### config.mk
export PLATFORM = sky130hd
export DESIGN_NAME = stage_sequencer
export DESIGN_NICKNAME = d
export VERILOG_FILES = /design/src/rtl/stage_sequencer.sv
export SDC_FILE = /design/constraint.sdc
export NUM_CORES = 1
export LEC_CHECK = 0
export ABC_CLOCK_PERIOD_IN_PS = 1700
export CELL_PAD_IN_SITES_DETAIL_PLACEMENT = 1
export CELL_PAD_IN_SITES_GLOBAL_PLACEMENT = 2
export CORE_MARGIN = 3
export CORE_UTILIZATION = 35
export DETAILED_ROUTE_END_ITERATION = 16
export DONT_BUFFER_PORTS = 1
export GPL_TIMING_DRIVEN = 0
export PLACE_DENSITY_LB_ADDON = 0.1
export SLEW_MARGIN = 15
export SYNTH_ARGS = -nofsm -noshare
export SYNTH_HDL_FRONTEND = slang
export SYNTH_SLANG_ARGS = --single-unit
### constraint.sdc
create_clock -name clk -period 1.7 [get_ports clk]
set_input_delay 0.17 -clock clk [delete_from_list [all_inputs] [get_ports clk]]
set_output_delay 0.17 -clock clk [all_outputs]
set_load 0.005 [all_outputs]
### src/rtl/stage_sequencer.sv
// Stage sequencer: walks NUM_STAGES pipeline stages gated by per-stage ready, with halt/resume
// and a retired-instruction counter. Define STAGE_SEQUENCER_STEP_EN to add single-step from HALTED.
module stage_sequencer #(
   parameter int NUM_STAGES        = 5,
   parameter int MEM_STAGE         = 3,
   parameter int RESET_HOLD_CYCLES = 2,
   localparam int SW               = $clog2(NUM_STAGES)
) (
   input  logic                  clk,
   input  logic                  reset_n,
   input  logic [NUM_STAGES-1:0] stage_ready,
   input  logic                  halt_req,
   input  logic                  resume_req,
`ifdef STAGE_SEQUENCER_STEP_EN
   input  logic                  step_req,
`endif
   output logic [NUM_STAGES-1:0] stage_wren,
   output logic                  pc_wren,
   output logic                  ram_wren,
   output logic                  reg_wren,
   output logic                  stage_reset_n,
   output logic [SW-1:0]         current_stage,
   output logic                  halted,
   output logic [31:0]           instret
);

   // state    | meaning
   // S_HOLD   | stage reset held low while the hold counter runs down
   // S_RUN    | walking stages, each advancing on its ready
   // S_HALTED | parked at stage 0, no write enables
   // S_STEP   | running a single instruction, then back to S_HALTED
   typedef enum logic [1:0] {S_HOLD, S_RUN, S_HALTED, S_STEP} state_t;

   state_t          state_q, state_d;
   logic [SW-1:0]   cur_q, cur_d;
   logic [3:0]      hold_q, hold_d;
   logic            pend_q, pend_d;
   logic [31:0]     instret_q, instret_d;
   logic            srn_q, srn_d;
   logic            stage_done;
   logic            last_stage;

   always_comb begin
      state_d    = state_q;
      cur_d      = cur_q;
      hold_d     = hold_q;
      pend_d     = pend_q;
      instret_d  = instret_q;
      stage_wren = '0;
      stage_done = stage_ready[cur_q];
      last_stage = (cur_q == SW'(NUM_STAGES - 1));

      case (state_q)
         S_HOLD: begin
            cur_d = '0;
            if (hold_q <= 4'd1) begin
               state_d = S_RUN;
            end else begin
               hold_d = hold_q - 4'd1;
            end
         end
         S_RUN, S_STEP: begin
            if (state_q == S_RUN && halt_req) begin
               pend_d = 1'b1;
            end
            if (stage_done) begin
               stage_wren = NUM_STAGES'(1) << cur_q;
               if (last_stage) begin
                  cur_d     = '0;
                  instret_d = instret_q + 32'd1;
                  // Instruction boundary: the only point where a halt may take effect.
                  if (state_q == S_STEP || pend_q || halt_req) begin
                     state_d = S_HALTED;
                     pend_d  = 1'b0;
                  end
               end else begin
                  cur_d = cur_q + SW'(1);
               end
            end
         end
         S_HALTED: begin
            cur_d = '0;
            if (resume_req) begin
               state_d = S_RUN;
            end
`ifdef STAGE_SEQUENCER_STEP_EN
            else if (step_req) begin
               state_d = S_STEP;
            end
`endif
         end
         default: begin
            state_d = S_HOLD;
            cur_d   = '0;
         end
      endcase

      srn_d = (state_d != S_HOLD);
   end

   always_ff @(posedge clk or negedge reset_n) begin
      if (!reset_n) begin
         state_q   <= S_HOLD;
         cur_q     <= '0;
         hold_q    <= 4'(RESET_HOLD_CYCLES);
         pend_q    <= 1'b0;
         instret_q <= '0;
         srn_q     <= 1'b0;
      end else begin
         state_q   <= state_d;
         cur_q     <= cur_d;
         hold_q    <= hold_d;
         pend_q    <= pend_d;
         instret_q <= instret_d;
         srn_q     <= srn_d;
      end
   end

   assign pc_wren       = stage_wren[NUM_STAGES-1];
   assign reg_wren      = stage_wren[NUM_STAGES-1];
   assign ram_wren      = stage_wren[MEM_STAGE];
   assign stage_reset_n = srn_q;
   assign current_stage = cur_q;
   assign halted        = (state_q == S_HALTED);
   assign instret       = instret_q;

endmodule

======== Word level (Yosys, flattened, before mapping) ========
Cells that the tools add are included.
cells by class
  magnitude comparators ................... 2
  shift operators ......................... 1
  multiplexer cells ....................... 17
  $add $sub $neg .......................... 3
  reductions and logical operators ........ 9
  bitwise operators ....................... 1
  equal/unequal tests ..................... 5
operator list
  cell                                                  count
  adder 32 x 1 -> 32 bit (second input constant)        1
  two-way mux 2 bit                                     5
  two-way mux 5 bit                                     2
  two-way mux 3 bit                                     2
  case mux 2 bit (3 select lines)                       1
  case mux 3 bit (2 select lines)                       1
  two-way mux 1 bit                                     5
  << shifter 1 x 3 -> 5 bit (first input constant)      1
  equality test 2 bit (second input constant)           2
  <= comparator 4 x 1 -> 1 bit (second input constant)  1
  < comparator 3 x 4 -> 1 bit (second input constant)   1
  OR reduction 2 bit                                    2
  subtractor 4 x 1 -> 4 bit (second input constant)     1
  adder 3 x 1 -> 3 bit (second input constant)          1
  binary-select mux 1 bit (select 3 bit)                1
  equality test 3 bit (second input constant)           1
  AND reduction 3 bit                                   1
  equality test 2 x 1 -> 1 bit (second input constant)  1
  logical NOT 2 bit                                     1
  logical OR 1 bit                                      2
  inequality test 2 bit (second input constant)         1
  AND reduction 2 bit                                   1
  nonzero test 2 bit                                    1
  logical AND 1 bit                                     1
  inverter 1 bit                                        1
word-level totals
  word-level logic and storage cells ...... 44
  output and inout bits ................... 45
  register bits after elaboration ......... 43

======== Depth between registers and ports, before layout ========
Gate-level depths: netlist of run 1.
  depth after elaboration ................. 8
  gate-level depth with buffers ........... 8
  depth with buffers taken out ............ 7

======== Least setup slack after synthesis of run 1 ========
No wires, ideal clock.
  path type ............................... reg2reg
  start ................................... register cur_q[0], in the netlist current_stage[0]
  end ..................................... register instret_q[16], in the netlist instret[16]
  stages on the path, launching flop included .. 7
  data arrival time ....................... 1.753 ns
  path slack .............................. -0.132 ns
  clock period less this slack ............ 1.832 ns
  setup time .............................. 0.079 ns
  path through ............................ dfrtp_1 -> inv_1 -> ha_1 -> nand3_4 -> or4b_4 -> nor2_1 -> xor2_1
between the ends
  word-level cells in the longest chain between the ends .. 3
  elaborated cells on any way between the ends .. 4
ends and longest elaborated chain
  item                                     RTL line  source
  start, declared                          35        logic [SW-1:0] cur_q, cur_d;
  start signal, assigned                   111       cur_q <= cur_d;
  binary-select mux 1 bit (select 3 bit)   50        stage_done = stage_ready[cur_q];
  two-way mux 1 bit (not written as such)  50
  AND reduction 3 bit (no line) *          -
  end signal, assigned                     114       instret_q <= instret_d;
  end, declared                            38        logic [31:0] instret_q, instret_d;
Mark *: on every way between the ends. The rest lies on a longest branch, timed or not. The select of a mux whose other input is x is not followed.
A chain may end at the register's enable or synchronous reset.

======== Worst setup path in the final report of run 1 ========
  start ................................... register cur_q[0], in the netlist current_stage[0]
  end ..................................... register instret_q[14], in the netlist instret[14]
The elaborated chain is that of the path after synthesis.

==> flow_summary_export.csv, run 1 <==
group,metric,value,unit
yosys,synth.net_count,223,
timing,timing.setup.tns,-2030,ps
detailed_routing,firstDrtPassIters,4,
power,cellPowerDensity,1001,mW/mm2
power,intPower,1.790,mW
timing,final_number_of_setup_violating_endpoints,26,
timing,timing.final.crit_share,110.1,%
yosys,synthesis.instances,206,
grt,use_met1,17.43,%
yosys,dominant_synthesized_flop_cell,"sky130_fd_sc_hd__dfrtp_1",
yosys,syn_avg_cell_area,10.36,um2
setup_path,worst-endpoint-required,1920,ps
final_layout,areaGrowthSynthToFinish,23.99,%
yosys,synthDominantAreaCellType,"sky130_fd_sc_hd__dfrtp_1",
outcome,outcome,"finished with violations",
timing,post-route-min-period,1871,ps
timing,fin_worst_skew,13.63,ps
setup_path,worst-path-max-fanout,7,
timing,timing.slew.headroom,69.95,%
final_layout,design_area,0.002645,mm2
detailed_routing,routed_wirelength,5.317,mm
power,power.share.clock,23.9,%
floorplan,core,0.005709,mm2
place,hpwlAfterDp,3.605,mm
clocking,path_clk_slew,80,ps
grt,gr-max-usage-layer,"met2",
clocking,cts.htree.levels,2,
setup_path,timing.critical_path.to_type,"register",
setup_path,reg2reg_slack,-170,ps
power,p_comb_share,28.1,%
clocking,clock_tree_from_tritoncts,"yes",
power,swShare,32.38,%
yosys,synth_area,0.002133,mm2
detailed_routing,mean_routed_wirelength_per_cell,17.61,um
final_layout,total_area_of_multi_input_combinational_cells,0.001139,mm2
grt,grt.overflow.total,0,
job,maxCapViolCount,0,
final_layout,fillerInstances,630,
yosys,yosys_register_bits,43,
detailed_routing,drt-initial-drc-count,21,
outcome,failed_checks,"setup timing",
floorplan,chipHeight,84.07,um
hold_path,hold-path-cell-count,2,
final_layout,layout-drive-gt1-share,28.26,%
timing,final.setup.worst_slack,-171.5,ps
power,seqPwrFrac,48.0,%
detailed_routing,number_of_nets_still_failing_antenna_checks_after_routing,0,
setup_path,worstRegToRegCells,5,
hold_path,min-delay-path-class,"in2reg",
yosys,ys_top_cells_by_area,"sky130_fd_sc_hd__dfrtp_1 (49%), sky130_fd_sc_hd__xnor2_1 (8.6%), sky130_fd_sc_hd__xor2_1 (5.3%)",
yosys,post_synth_edffs,0,
yosys,number_of_warnings_issued_by_yosys,0,
timing,transition_time_at_the_pin_with_the_least_slew_margin,445.1,ps
final_layout,final_cell_mix,"sky130_fd_sc_hd__dfrtp_1 (38), sky130_fd_sc_hd__nor2_1 (20), sky130_fd_sc_hd__xnor2_1 (20)",
clocking,cts-root-to-sink-buffers,2,
final_layout,seqCellArea,0.001082,mm2
clocking,cts.root.buffer_cell,"sky130_fd_sc_hd__clkbuf_8",
grt,grt_max_degree,44,
detailed_routing,vias,1597,
grt,groute.layer.met3.usage,6.219,%
clocking,clk-insertion-delay-late,300,ps
floorplan,floorplan.die.width,84.07,um
place,numPortBuffers,0,
grt,grt_first_pass_wirelength,8.838,mm
grt,gr-usage-met2,27.47,%
power,p_switching,0.8569,mW
final_layout,insertedDiodeCount,0,
floorplan,io_pins,54,
power,vdd_drop_max,599.2,uV
clocking,cts_buffers,5,
grt,grt_pass1_vias,1800,
floorplan,placement_rows,27,
place,preCtsSetupSlack,-555.9,ps
yosys,synth_async_sr_flop_share,100.0,%
final_layout,most_common_cell_after_layout_fill_and_taps_aside,"sky130_fd_sc_hd__dfrtp_1",
floorplan,start_util,37.37,%
detailed_routing,drc,0,
floorplan,die-area,0.007068,mm2
setup_path,critical_path.startpoint_type,"register",
timing,fmaxAchievable,0.5343,GHz
detailed_routing,post_drt_via_cell_ratio,5.288,
setup_path,critical_path_arrival,2090,ps
place,detailed_place.area,0.002232,mm2
yosys,synth-seq-area-share,50.50,%
yosys,yosysTopAreaCellShare,49.27,%
timing,final-hold-violation-count,0,
place,routabilityCongestion,0.7658,
timing,maxSlewViolCount,0,
timing,grt_setup_unrepaired,"true",
grt,antenna_found_initial,0,
timing,worst_hold_slack,60.19,ps
setup_path,critPathKind,"reg2reg",
power,total_leakage_power,1.173,nW
power,power.total,2.646,mW
grt,global_route.usage.total,15.66,%
final_layout,layout_nets,246,
clocking,cts.sinks,43,
yosys,yosys.cell_types.count,32,
## cells in the mapped netlist (2+ instances only)
master / n
sky130_fd_sc_hd__a21oi_1: 2
sky130_fd_sc_hd__nor3_1: 3
sky130_fd_sc_hd__and3_1: 9
sky130_fd_sc_hd__xor2_1: 13
sky130_fd_sc_hd__nor4_1: 2
sky130_fd_sc_hd__nor2_1: 24
sky130_fd_sc_hd__nand4_1: 7
sky130_fd_sc_hd__ha_1: 8
sky130_fd_sc_hd__inv_1: 11
sky130_fd_sc_hd__xnor2_1: 21
sky130_fd_sc_hd__a31oi_1: 2
sky130_fd_sc_hd__nand2_1: 20
sky130_fd_sc_hd__dfrtp_1: 42
sky130_fd_sc_hd__and4_1: 3
sky130_fd_sc_hd__nand3_1: 13
sky130_fd_sc_hd__buf_4: 3
sky130_fd_sc_hd__o21ai_0: 5
sky130_fd_sc_hd__mux2i_1: 3
sky130_fd_sc_hd__a22oi_1: 2
## state kept, by name, indices dropped and copies added (netlist names)
signal	count
hold_q	4
pend_q	1
instret	32
current_stage	3
state_q	2
stage_reset_n	1
## worst max-delay path, cell delays in order, from the launching register on
cell	delay (ps)
sky130_fd_sc_hd__dfrtp_2	490
sky130_fd_sc_hd__and4bb_2	370
sky130_fd_sc_hd__nand3_4	110
sky130_fd_sc_hd__or4b_4	570
sky130_fd_sc_hd__nor2_2	110
sky130_fd_sc_hd__xor2_1	140
## power by group through the flow
stage / Sequential [mW] / Combinational [mW] / Clock (mW)
after detailed placement: 1.28 / 0.497 / 0
final: 1.27 / 0.744 / 0.632
after CTS: 1.27 / 0.732 / 0.663
after floorplan: 1.23 / 0.396 / 0
after global routing: 1.29 / 0.831 / 0.721
after global placement: 1.27 / 0.458 / 0
## final cells by class
type                            count  area share [%]
Tap cell                           72           3.406
Inverter                           11           1.561
Buffer                              5           2.081
Sequential cell                    43           40.92
Clock buffer                        6           2.744
Multi-Input combinational cell    147           43.05
Clock inverter                      2          0.4730
Timing Repair Buffer               16           5.771
## stage by stage
stage	util, %	cells
6_report	46.33	302
2_1_floorplan	-	206
4_1_cts	45.04	298
3_5_place_dp	39.10	278
3_3_place_gp	39.10	278
5_1_grt	46.33	302
## layer usage
| metal | wire (um) | vias to the layer above |
|---|---|---|
| li1 | - | 740 |
| met1 | 2123 | 803 |
| met2 | 2734 | 47 |
| met3 | 389 | 7 |
| met4 | 70 | 0 |
| met5 | 0 | - |
## path summary, 6_finish.rpt
kind                                              start                       to
hold / removal                                 halt_req       pend_q$_DFFE_PN0P_
min in group asynchronous                       reset_n  instret[16]$_DFFE_PN0P_
setup / recovery           current_stage[0]$_DFFE_PN0P_  instret[14]$_DFFE_PN0P_
max in group asynchronous                       reset_n    hold_q[1]$_DFFE_PN1P_
hold reg to reg                   hold_q[3]$_DFFE_PN0P_    hold_q[3]$_DFFE_PN0P_
setup reg to reg           current_stage[0]$_DFFE_PN0P_  instret[14]$_DFFE_PN0P_
## logic make-up (layout without fill, tap and decap cells)
group,after synthesis,in the layout,share of synthesized area [%]
buf+inv,16,40,3.871
simple gates,87,87,21.00
compound gates,15,15,4.575
mux,3,3,1.408
fa+ha+maj,8,8,4.692
xor+xnor,34,34,13.96
flops,43,43,50.50
## timing repair
item / 4_1_cts / 5_1_grt
gates resized for setup: 35 / 10
endpoints found under the setup margin: 40 / 40
pin swaps: 14 / 9
endpoints found under the hold margin: 44 / 0
cloned: 1 / 0
buffers inserted: 8 / 6
hold buffers: 3 / 0
Power figures use the tool's default switching activity.
==> inputs of run 2 (changes only) <==
Settings changed: ABC_AREA set to 0, CTS_CLUSTER_DIAMETER set to 60.
==> results of run 2 <==
No change in the layout: final DEF, timing and power equal those of run 1.
==> inputs of run 3 (changes only) <==
Settings changed: ABC_CLOCK_PERIOD_IN_PS 1700 to not set, HOLD_SLACK_MARGIN set to 0.1.
==> flow_summary_export.csv, run 3 (synthesis results as in run 1) <==
group,metric,value,unit
outcome,outcome,"finished with violations",
outcome,failed_checks,"setup timing",
setup_path,crit_path_max_incr_delay,570,ps
place,numPortBuffers,0,
final_layout,final_cell_mix,"sky130_fd_sc_hd__dfrtp_1 (38), sky130_fd_sc_hd__nor2_1 (20), sky130_fd_sc_hd__xnor2_1 (20)",
setup_path,critPathKind,"reg2reg",
job,maxCapViolCount,0,
floorplan,io_pins,54,
detailed_routing,vias,1608,
timing,post-route-min-period,1872,ps
floorplan,die-area,0.007068,mm2
floorplan,core,0.005709,mm2
detailed_routing,drc,0,
final_layout,finalCoreUtilization,46.68,%
setup_path,critical_path_cell_list,"and4bb_2, nand3_4, or4b_4, nor2_2, xor2_1",
detailed_routing,mean_routed_wirelength_per_cell,17.58,um
floorplan,start_util,37.37,%
clocking,cts_buffers,5,
power,vdd_drop_max,600.4,uV
floorplan,chipHeight,84.07,um
clocking,cts.htree.levels,2,
hold_path,min-delay-path-class,"in2reg",
grt,grt_first_pass_wirelength,8.873,mm
power,power.total,2.651,mW
timing,transition_time_at_the_pin_with_the_least_slew_margin,442.1,ps
detailed_routing,number_of_nets_still_failing_antenna_checks_after_routing,0,
timing,timing.slew.headroom,70.15,%
final_layout,layout-drive-gt1-share,28.02,%
setup_path,critical_path.startpoint_type,"register",
setup_path,critical_path_arrival,2090,ps
clocking,cts.sinks,43,
timing,final-hold-violation-count,0,
final_layout,areaGrowthSynthToFinish,24.93,%
timing,final_number_of_setup_violating_endpoints,26,
clocking,path_clk_slew,80,ps
floorplan,placement_rows,27,
timing,fin_worst_skew,13.61,ps
setup_path,worst-endpoint-required,1920,ps
timing,grt_setup_unrepaired,"true",
timing,maxSlewViolCount,0,
clocking,clock_tree_from_tritoncts,"yes",
final_layout,flip_flop_count_of_the_largest_register_all_copies_and_words_added,32,
detailed_routing,routed_wirelength,5.345,mm
final_layout,seqCellArea,0.001082,mm2
grt,antenna_found_initial,0,
final_layout,insertedDiodeCount,0,
clocking,cts.root.buffer_cell,"sky130_fd_sc_hd__clkbuf_8",
place,hpwlAfterDp,3.605,mm
final_layout,most_common_cell_after_layout_fill_and_taps_aside,"sky130_fd_sc_hd__dfrtp_1",
clocking,clk-insertion-delay-late,300,ps
final_layout,layout_nets,248,
detailed_routing,drt-initial-drc-count,29,
floorplan,floorplan.die.width,84.07,um
power,total_leakage_power,1.181,nW
grt,grt_max_degree,44,
place,routabilityCongestion,0.7658,
setup_path,worst-path-max-fanout,7,
detailed_routing,post_drt_via_cell_ratio,5.289,
timing,final.setup.worst_slack,-171.6,ps
grt,grt.overflow.total,0,
clocking,cts-root-to-sink-buffers,2,
timing,timing.final.crit_share,110.1,%
timing,worst_hold_slack,171.9,ps
power,cellPowerDensity,994.6,mW/mm2
timing,fmaxAchievable,0.5343,GHz
grt,grt_pass1_vias,1807,
final_layout,total_area_of_multi_input_combinational_cells,0.001139,mm2
grt,global_route.usage.total,15.72,%
setup_path,timing.critical_path.to_type,"register",
setup_path,crit_path_top_delay_cell,"sky130_fd_sc_hd__or4b_4",
detailed_routing,firstDrtPassIters,4,
final_layout,fillerInstances,629,
-- run 3: per-layer routing --
metal | vias to the layer above | track usage, % | share of wire (%)
met4 | 0 | 4.386 | 1.3
met1 | 810 | 17.49 | 40
met3 | 7 | 6.120 | 7.1
li1 | 744 | - | -
met5 | - | 0 | 0
met2 | 47 | 27.69 | 52
-- run 3: where the power goes --
group	leakage (nW)	internal (mW)	switching (mW)
logic	0.586	0.392	0.357
registers	0.554	1.11	0.156
clock network	0.0412	0.287	0.345
-- run 3: area by class of cell --
class	count	area share, %
repair buffers	18	6.479
multi-input cells	147	42.72
well taps	72	3.380
clock buffers	6	2.723
flip-flops and latches	43	40.61
clock inverters	2	0.4695
inverters	11	1.549
plain buffers	5	2.066
-- run 3: worst max-delay path: cells and delay by family (launching register included) --
family	cells	cell delay, ps
xor+xnor	1	140
flops	1	490
simple gates	4	1160
-- run 3: timing repair --
item,CTS,global route
gates cloned,1,0
hold buffers,5,0
pin swaps,14,9
hold endpoints to repair,47,0
buffers inserted,8,6
resized for setup,35,10
endpoints found under the setup margin,40,40
-- run 3: through the flow --
stage          instance area, um2  std cells  TNS [ps]  worst slack, ps
2_1_floorplan                2142        206    -133.7           -67.66
3_3_place_gp                 2232        278     -6008           -503.0
3_5_place_dp                 2232        278     -7061           -555.9
4_1_cts                      2591        300     -1700           -180.7
5_1_grt                      2665        304     -5301           -241.7
6_report                     2665        304     -2025           -171.6
-- run 3: path summary, 6_finish.rpt --
path,start,endpoint,slack [ps],cells past startpoint
min,halt_req,state_q[0]$_DFF_PN0_,170,2
max,current_stage[0]$_DFFE_PN0P_,instret[14]$_DFFE_PN0P_,-170,5
max reg2reg,current_stage[0]$_DFFE_PN0P_,instret[14]$_DFFE_PN0P_,-170,5
min reg2reg,hold_q[3]$_DFFE_PN0P_,hold_q[3]$_DFFE_PN0P_,510,1
min in group asynchronous,reset_n,instret[16]$_DFFE_PN0P_,360,2
max in group asynchronous,reset_n,hold_q[1]$_DFFE_PN1P_,1050,2
